**src/rtl/lsu_bus_ctrl.sv**
```systemverilog
// Load/store bus controller: req/ack data-bus transaction with byte-lane steering and load extension.
// Optional misaligned-access detection is enabled by defining LSU_ALIGN_CHK_EN.
module lsu_bus_ctrl #(
  parameter int unsigned TIMEOUT_CYCLES = 16,
  parameter int unsigned TO_W           = 5
) (
  input  logic        clk,
  input  logic        rst_n,
  input  logic        mem_rd,
  input  logic        mem_wr,
  input  logic [1:0]  ls_size,
  input  logic        ls_unsigned,
  input  logic [31:0] addr,
  input  logic [31:0] st_data,
  output logic [31:0] ddata,
  output logic        ls_stall,
  output logic        ls_done,
  output logic        bus_err,
  output logic        misalign,
  output logic        bus_req,
  output logic        bus_we,
  output logic [31:0] bus_addr,
  output logic [3:0]  bus_be,
  output logic [31:0] bus_wdata,
  input  logic [31:0] bus_rdata,
  input  logic        bus_ack
);

  typedef enum logic [1:0] {IDLE, REQ, DONE} state_t;

  localparam logic [TO_W-1:0] TO_LAST = TO_W'(TIMEOUT_CYCLES - 1);

  state_t          state;
  logic [TO_W-1:0] to_cnt;
  logic [1:0]      lat_size;
  logic [1:0]      lat_off;
  logic            lat_unsigned;
  logic [3:0]      be_nxt;
  logic [31:0]     wdata_nxt;
  logic [7:0]      ld_byte;
  logic [15:0]     ld_half;
  logic [31:0]     load_val;
  logic            is_mis;

`ifdef LSU_ALIGN_CHK_EN
  assign is_mis = ((ls_size == 2'b01) && addr[0]) ||
                  (ls_size[1] && (addr[1:0] != 2'b00));
`else
  assign is_mis   = 1'b0;
  assign misalign = 1'b0;
`endif

  always_comb begin
    be_nxt    = 4'b1111;
    wdata_nxt = st_data;
    case (ls_size)
      2'b00: begin
        be_nxt    = 4'b0001 << addr[1:0];
        wdata_nxt = {4{st_data[7:0]}};
      end
      2'b01: begin
        be_nxt    = addr[1] ? 4'b1100 : 4'b0011;
        wdata_nxt = {2{st_data[15:0]}};
      end
      default: ;
    endcase
  end

  // Lane selection uses the offset/size captured at request time, not the live inputs.
  always_comb begin
    case (lat_off)
      2'd0:    ld_byte = bus_rdata[7:0];
      2'd1:    ld_byte = bus_rdata[15:8];
      2'd2:    ld_byte = bus_rdata[23:16];
      default: ld_byte = bus_rdata[31:24];
    endcase
    ld_half = lat_off[1] ? bus_rdata[31:16] : bus_rdata[15:0];
    case (lat_size)
      2'b00:   load_val = {{24{ld_byte[7] & ~lat_unsigned}}, ld_byte};
      2'b01:   load_val = {{16{ld_half[15] & ~lat_unsigned}}, ld_half};
      default: load_val = bus_rdata;
    endcase
  end

  always_comb begin
    case (state)
      IDLE:    ls_stall = mem_rd | mem_wr;
      REQ:     ls_stall = 1'b1;
      default: ls_stall = 1'b0;
    endcase
  end

  always_ff @(posedge clk or negedge rst_n) begin
    if (!rst_n) begin
      state        <= IDLE;
      to_cnt       <= '0;
      lat_size     <= '0;
      lat_off      <= '0;
      lat_unsigned <= 1'b0;
      bus_req      <= 1'b0;
      bus_we       <= 1'b0;
      bus_addr     <= '0;
      bus_be       <= '0;
      bus_wdata    <= '0;
      ddata        <= '0;
      ls_done      <= 1'b0;
      bus_err      <= 1'b0;
`ifdef LSU_ALIGN_CHK_EN
      misalign     <= 1'b0;
`endif
    end else begin
      ls_done <= 1'b0;
      bus_err <= 1'b0;
`ifdef LSU_ALIGN_CHK_EN
      misalign <= 1'b0;
`endif
      case (state)
        IDLE: begin
          if (mem_rd || mem_wr) begin
            lat_size     <= ls_size;
            lat_off      <= addr[1:0];
            lat_unsigned <= ls_unsigned;
            if (is_mis) begin
              state   <= DONE;
              ls_done <= 1'b1;
`ifdef LSU_ALIGN_CHK_EN
              misalign <= 1'b1;
`endif
            end else begin
              state     <= REQ;
              to_cnt    <= '0;
              bus_req   <= 1'b1;
              bus_we    <= mem_wr;
              bus_addr  <= {addr[31:2], 2'b00};
              bus_be    <= be_nxt;
              bus_wdata <= wdata_nxt;
            end
          end
        end
        REQ: begin
          if (bus_ack) begin
            bus_req <= 1'b0;
            ls_done <= 1'b1;
            state   <= DONE;
            if (!bus_we) ddata <= load_val;
          end else if (to_cnt == TO_LAST) begin
            bus_req <= 1'b0;
            ls_done <= 1'b1;
            bus_err <= 1'b1;
            state   <= DONE;
            if (!bus_we) ddata <= '0;
          end else begin
            to_cnt <= to_cnt + 1'b1;
          end
        end
        DONE:    state <= IDLE;
        default: state <= IDLE;
      endcase
    end
  end

endmodule

```
**config.mk**
```make
export PLATFORM = sky130hd
export DESIGN_NAME = lsu_bus_ctrl
export DESIGN_NICKNAME = d
export VERILOG_FILES = /design/src/rtl/lsu_bus_ctrl.sv
export SDC_FILE = /design/constraint.sdc
export NUM_CORES = 1
export LEC_CHECK = 0
export BUFFER_PORTS_ARGS = -buffer_cell sky130_fd_sc_hd__buf_2
export CAP_MARGIN = 15
export CORE_AREA = 3 3 108 110
export CTS_CLUSTER_DIAMETER = 100
export CTS_CLUSTER_SIZE = 20
export DETAILED_ROUTE_END_ITERATION = 10
export DIE_AREA = 0 0 111 113
export PLACE_DENSITY = 0.9
export SLEW_MARGIN = 0
export SYNTH_ARGS = -nofsm -noshare
export SYNTH_HDL_FRONTEND = slang
export SYNTH_SLANG_ARGS = --single-unit
```
**constraint.sdc**
```tcl
create_clock -name clk -period 2.55 [get_ports clk]
set_input_delay 0.51 -clock clk [delete_from_list [all_inputs] [get_ports clk]]
set_output_delay 0.51 -clock clk [all_outputs]
set_load 0.05 [all_outputs]
```
==> results.py, run 1 <==
metrics = {
    "outcome": {
        "outcome": "completed",
    },
    "routing": {
        "routed-via-count": 4432,
        "wl_per_cell_um": 17.9,
        "drt_iter0_markers": 217,
        "first_pass_iters": 5,
        "viasPerCell": 5.46,
        "drc": 0,
        "ant_nets": 0,
        "routed_wl_mm": 14.6,
    },
    "clocking": {
        "cts_tree": "done",
        "clk_latency_ns": 0.50,
        "holdBufCountCts": 0,
        "clk_path_buf_depth": 2,
        "cts-resized-gates": 0,
        "cts.sinks": 114,
        "postCtsSetupBuffers": 0,
        "path_clk_slew_ns": 0.06,
        "cts_buffers": 17,
        "root_buffer": "clkbuf_8",
        "htreeDepth": 4,
    },
    "placed_design": {
        "dp_hpwl_mm": 10.7,
        "dp_cells": 779,
        "numPortBuffers": 206,
        "globalplace.congestion": 0.917,
        "place_area_sq_um": 6340,
    },
    "critical_path": {
        "arrival_ns": 1.81,
        "cp_max_fo": 10,
        "r2r-start": "to_cnt[0]$_DFFE_PN0P_",
        "rr_worst_depth": 7,
        "startpoint_type": "register",
        "ff2ff_setup_slack_ns": 0.32,
        "worstSetupStartpoint": "state[0]$_DFFE_PN0P_",
        "worstSetupPathType": "register to output pin",
        "crit_required_ns": 2.04,
        "endpoint_kind": "output pin",
    },
    "sta": {
        "fmax_mhz": 432,
        "setup-violations-final": 0,
        "finalCriticalPeriod_ns": 2.32,
        "tns_ns": 0,
        "tightest_slew_ns": 0.636,
        "slew_violations": 0,
        "finalHoldViolations": 0,
        "rsz0062_at_grt": "no",
        "maxSlewHeadroom_pct": 57.0,
        "fin_crit_sh_pct": 90.8,
        "fin_skew_ns": 0.00495,
    },
    "cells_and_area": {
        "stdcell_area_sq_um": 6950,
        "nets": 764,
        "area.growth.synth_to_final_pct": 34.8,
        "mostFrequentLayoutCell": "buf_2",
        "fin_cells": 812,
        "final_cell_mix": "buf_2, dfrtp_1, nand2_1",
        "layout-drive-gt1-share_pct": 45.9,
    },
    "synthesis": {
        "netlist_instances": 452,
        "synth.distinct_cells": 45,
        "synth-seq-area-share_pct": 55.3,
        "netlist_area_sq_um": 5160,
        "ys_ff_latch": 114,
        "synthFlopType": "dfrtp_1",
        "avgSynthCellArea_sq_um": 11.4,
        "async_reset_ff_share_pct": 100,
        "yosys_warnings": 0,
        "synth_edf_count": 0,
    },
    "global_route": {
        "grt_pass1_vias": 4624,
        "grt_max_degree": 72,
        "antenna_found_initial": 2,
        "grtUsageTotal_pct": 23.4,
        "grt-ovfl-total": 0,
        "grt_pass1_wl_mm": 23.4,
    },
    "power_and_ir_drop": {
        "ir_drop_mv": 1.04,
        "power.leakage_nw": 3.46,
        "power.density_nw_per_um2": 1660,
    },
    "die": {
        "die_x_um": 111,
        "initial_core_util_pct": 47.8,
        "dieArea_sq_um": 12500,
        "core_sq_um": 10800,
        "rows": 38,
        "fp.dieH_um": 113,
        "io_pins": 210,
    },
    "min_path": {
        "min_path_type": "primary input to asynchronous set/reset pin",
    },
    "job": {
        "drv_cap": 0,
    },
}
[power breakdown]
group	switching, mW	internal (mW)
logic	4.34	1.60
clock network	0.802	1.64
registers	0.521	2.66
total	5.67	5.90
[worst max-delay path: stages (launching register included)]
cell	delay, ns
dfrtp_1	0.41
nor2_1	0.32
nand2_4	0.18
nand2_1	0.11
buf_2	0.27
[cell type report]
cell class | instances | area [sq um]
Multi-Input combinational cell | 300 | 2130
Fill cell | 823 | 3840
Tap cell | 140 | 175
Antenna cell | 1 | 2.50
Clock buffer | 23 | 457
Timing Repair Buffer | 219 | 1160
Sequential cell | 114 | 2850
Inverter | 6 | 22.5
Clock inverter | 9 | 154
[per-stage QoR]
step                setup slack [ns]  power, mW  utilization, %  hold WS (ns)
finish                         0.234       11.6            64.4       0.00596
CTS                            0.222       11.6            64.4       0.00691
detailed placement             0.355       9.15            58.7         0.458
global placement               0.458       8.93            58.7         0.451
floorplan                      0.208       7.65               -         0.214
global route                   0.103       12.1            64.4        0.0264
[path summary, 6_finish.rpt]
check	end
max	ls_stall
min in group clk	bus_err$_DFF_PN0_
min reg2reg	ddata[12]$_DFFE_PN0P_
max reg2reg	to_cnt[2]$_DFFE_PN0P_
min	bus_addr[7]$_DFFE_PN0P_
max in group asynchronous	bus_addr[15]$_DFFE_PN0P_
[sequential cells by signal, summed over array words and instances, names as in the netlist]
register      count
bus_wdata        32
bus_err           1
bus_we            1
to_cnt            5
state             2
lat_size          2
ls_done           1
lat_off           2
bus_req           1
bus_be            4
lat_unsigned      1
bus_addr         30
ddata            32
[Yosys cell counts, drive strengths merged (7+ instances only)]
cell,n,area (sq um)
clkbuf,23,86.3
dfrtp,114,2850
mux2,44,495
or3,8,50.1
a21oi,23,115
mux2i,31,310
o221ai,7,61.3
nand2,66,248
o21ai,38,190
a221o,16,173
nor2b,8,50.1
buf,11,80.1
nor2,16,60.1
[cell families (layout without fill, tap and decap cells)]
kind of cell    after synthesis  after routing  share of synthesized area [%]
fa+ha+maj                     2              2                          0.485
xor+xnor                      1              1                          0.170
simple gates                114            114                           10.3
other cells                   1              4                         0.0727
compound gates              104            104                           14.0
buf+inv                      40            257                           3.66
mux                          76             76                           16.1
flops                       114            114                           55.3
[metal layers]
| layer | wire, um | vias up | GRT usage (%) |
|---|---|---|---|
| met5 | 13 | - | 0 |
| met4 | 253 | 2 | 8.29 |
| met3 | 1220 | 25 | 8.45 |
| met2 | 7180 | 203 | 38.6 |
| li1 | - | 2026 | - |
| met1 | 5890 | 2176 | 28.6 |
(Power assumes the default switching activity.)
==> inputs of run 2 (changes only) <==
--- a/config.mk
+++ b/config.mk
@@ -12,7 +12,7 @@
 export CTS_CLUSTER_SIZE = 20
 export DETAILED_ROUTE_END_ITERATION = 10
 export DIE_AREA = 0 0 111 113
-export PLACE_DENSITY = 0.9
+export PLACE_DENSITY = 0.87
 export SLEW_MARGIN = 0
 export SYNTH_ARGS = -nofsm -noshare
 export SYNTH_HDL_FRONTEND = slang
==> run 2 against run 1 <==
  * Wire length shrank 3.5%
  * First-iteration DRC count shrank 16%
  * Critical path depth is the same
  * Non-clock buffer count down 1
  * Utilization decreased by 0.49 points
  * Highest routed layer is now met4
  * Fmax grew 0.23%
  * Combinational power decreased by 1%
  * Clock-buffer cell count down 3
  * Critical path type unchanged
  * Clock power down 8%
==> results.py, run 2 (synthesis gave the netlist of run 1 again) <==
metrics = {
    "outcome": {
        "outcome": "completed",
    },
    "global_route": {
        "grt_pass1_vias": 4666,
        "grt_pass1_wl_mm": 23.2,
        "grtUsageTotal_pct": 22.9,
        "antenna_found_initial": 1,
        "grt_max_degree": 115,
        "grt-ovfl-total": 0,
    },
    "cells_and_area": {
        "largestRegisters": "bus_wdata x32, ddata x32, bus_addr x30",
        "mostFrequentLayoutCell": "buf_2",
        "nets": 763,
        "area.growth.synth_to_final_pct": 33.7,
        "final_cell_mix": "buf_2, dfrtp_1, nand2_1",
        "stdcell_area_sq_um": 6900,
        "layout-drive-gt1-share_pct": 46.3,
    },
    "clocking": {
        "htreeDepth": 4,
        "path_clk_slew_ns": 0.05,
        "root_buffer": "clkbuf_8",
        "clk_path_buf_depth": 2,
        "cts-resized-gates": 0,
        "clk_latency_ns": 0.51,
        "cts_buffers": 17,
        "cts_tree": "done",
        "cts.sinks": 114,
        "holdBufCountCts": 0,
        "postCtsSetupBuffers": 0,
    },
    "die": {
        "core_sq_um": 10800,
        "rows": 38,
        "initial_core_util_pct": 47.8,
        "die_x_um": 111,
        "fp.dieH_um": 113,
        "dieArea_sq_um": 12500,
        "io_pins": 210,
    },
    "routing": {
        "viasPerCell": 5.45,
        "routed_wl_mm": 14.0,
        "ant_nets": 0,
        "drc": 0,
        "drt_iter0_markers": 182,
        "routed-via-count": 4413,
        "first_pass_iters": 4,
        "wl_per_cell_um": 17.4,
    },
    "power_and_ir_drop": {
        "power.leakage_nw": 3.43,
        "power.density_nw_per_um2": 1640,
        "cellInternalPower_mw": 5.71,
        "p_seq_share_pct": 28.3,
        "p_total_mw": 11.3,
        "p_clk_share_pct": 19.8,
        "combPwrFrac_pct": 51.8,
        "p_sw_mw": 5.63,
        "ir_drop_mv": 1.08,
        "p_sw_share_pct": 49.6,
    },
    "critical_path": {
        "r2r-start": "to_cnt[0]$_DFFE_PN0P_",
        "slowest_stage": "dfrtp_1",
        "worstPathCellList": "nor2_1, nand2_4, nand2_1, buf_2",
        "rr_worst_depth": 7,
        "r2r-end": "to_cnt[2]$_DFFE_PN0P_",
        "worstSetupStartpoint": "state[0]$_DFFE_PN0P_",
        "endpoint": "ls_stall",
        "crit_required_ns": 2.04,
        "ff2ff_setup_slack_ns": 0.32,
        "worstSetupPathType": "register to output pin",
        "startpoint_type": "register",
        "cp_max_fo": 15,
        "arrival_ns": 1.80,
        "endpoint_kind": "output pin",
        "cpPeakStageDelay_ns": 0.42,
    },
    "sta": {
        "setup-violations-final": 0,
        "maxSlewHeadroom_pct": 51.1,
        "finalCriticalPeriod_ns": 2.31,
        "fin_skew_ns": 0.00633,
        "fin_crit_sh_pct": 90.6,
        "fmax_mhz": 433,
        "slew_violations": 0,
        "rsz0062_at_grt": "no",
        "tns_ns": 0,
        "finalHoldViolations": 0,
        "tightest_slew_ns": 0.724,
    },
    "placed_design": {
        "dp_hpwl_mm": 10.2,
        "numPortBuffers": 206,
        "place_area_sq_um": 6330,
        "globalplace.congestion": 0.859,
    },
    "job": {
        "drv_cap": 0,
    },
    "min_path": {
        "min_path_type": "primary input to asynchronous set/reset pin",
    },
}
-- run 2: cell types whose count changed in the layout (fill, tap and decap cells not counted), sizes merged --
cell,delta
clkbuf,-3
bufinv,-2
clkinvlp,+2
buf,-1
clkinv,+1
-- run 2: layout make-up --
class,instances,area (sq um)
fill,830,3890
sequential,114,2850
multi-input combinational,300,2130
timing repair buffer,218,1150
clock buffer,20,455
tap,140,175
clock inverter,10,110
inverter,6,22.5
antenna,1,2.50
-- run 2: layer usage --
layer  global-route usage, %  vias up  routed length [um]
li1                        -     2033                   -
met1                    26.6     2150                5350
met2                    38.8      209                7080
met3                    9.63       21                1430
met4                    6.73        0                 185
met5                       0        -                   0
-- run 2: critical path: cells and delay by family (launching register included) --
family                 cells  cell delay [ns]
buffers and inverters      1             0.26
DFF                        1             0.42
and+or+nand+nor            3             0.61
-- run 2: worst min path at each step --
stage | depth (start not counted) | slack (ns) | endpoint
floorplan | 0 | 0.21 | bus_addr[10]$_DFFE_PN0P_
detailed placement | 2 | 0.46 | ddata[11]$_DFFE_PN0P_
finish | 2 | 0.04 | bus_addr[8]$_DFFE_PN0P_
global placement | 2 | 0.45 | ddata[11]$_DFFE_PN0P_
CTS | 2 | 0.09 | to_cnt[1]$_DFFE_PN0P_
global route | 2 | 0.1 | to_cnt[1]$_DFFE_PN0P_
-- run 2: metrics by stage --
stage	util (%)	hold slack (ns)	std cells	worst slack, ns
after floorplan	-	0.214	454	0.208
after global placement	58.7	0.450	778	0.458
after detailed placement	58.7	0.455	778	0.339
after CTS	63.9	0.0938	808	0.200
after global routing	63.9	0.0986	809	0.0836
final	63.9	0.0410	809	0.239
-- run 2: power by group through the flow --
stage,combinational [mW],sequential (mW),clock [mW]
floorplan,1.80,5.85,0
global placement,5.77,3.16,0
detailed placement,5.90,3.21,0
CTS,5.91,3.21,2.29
global route,6.22,3.33,2.37
finish,5.88,3.21,2.25
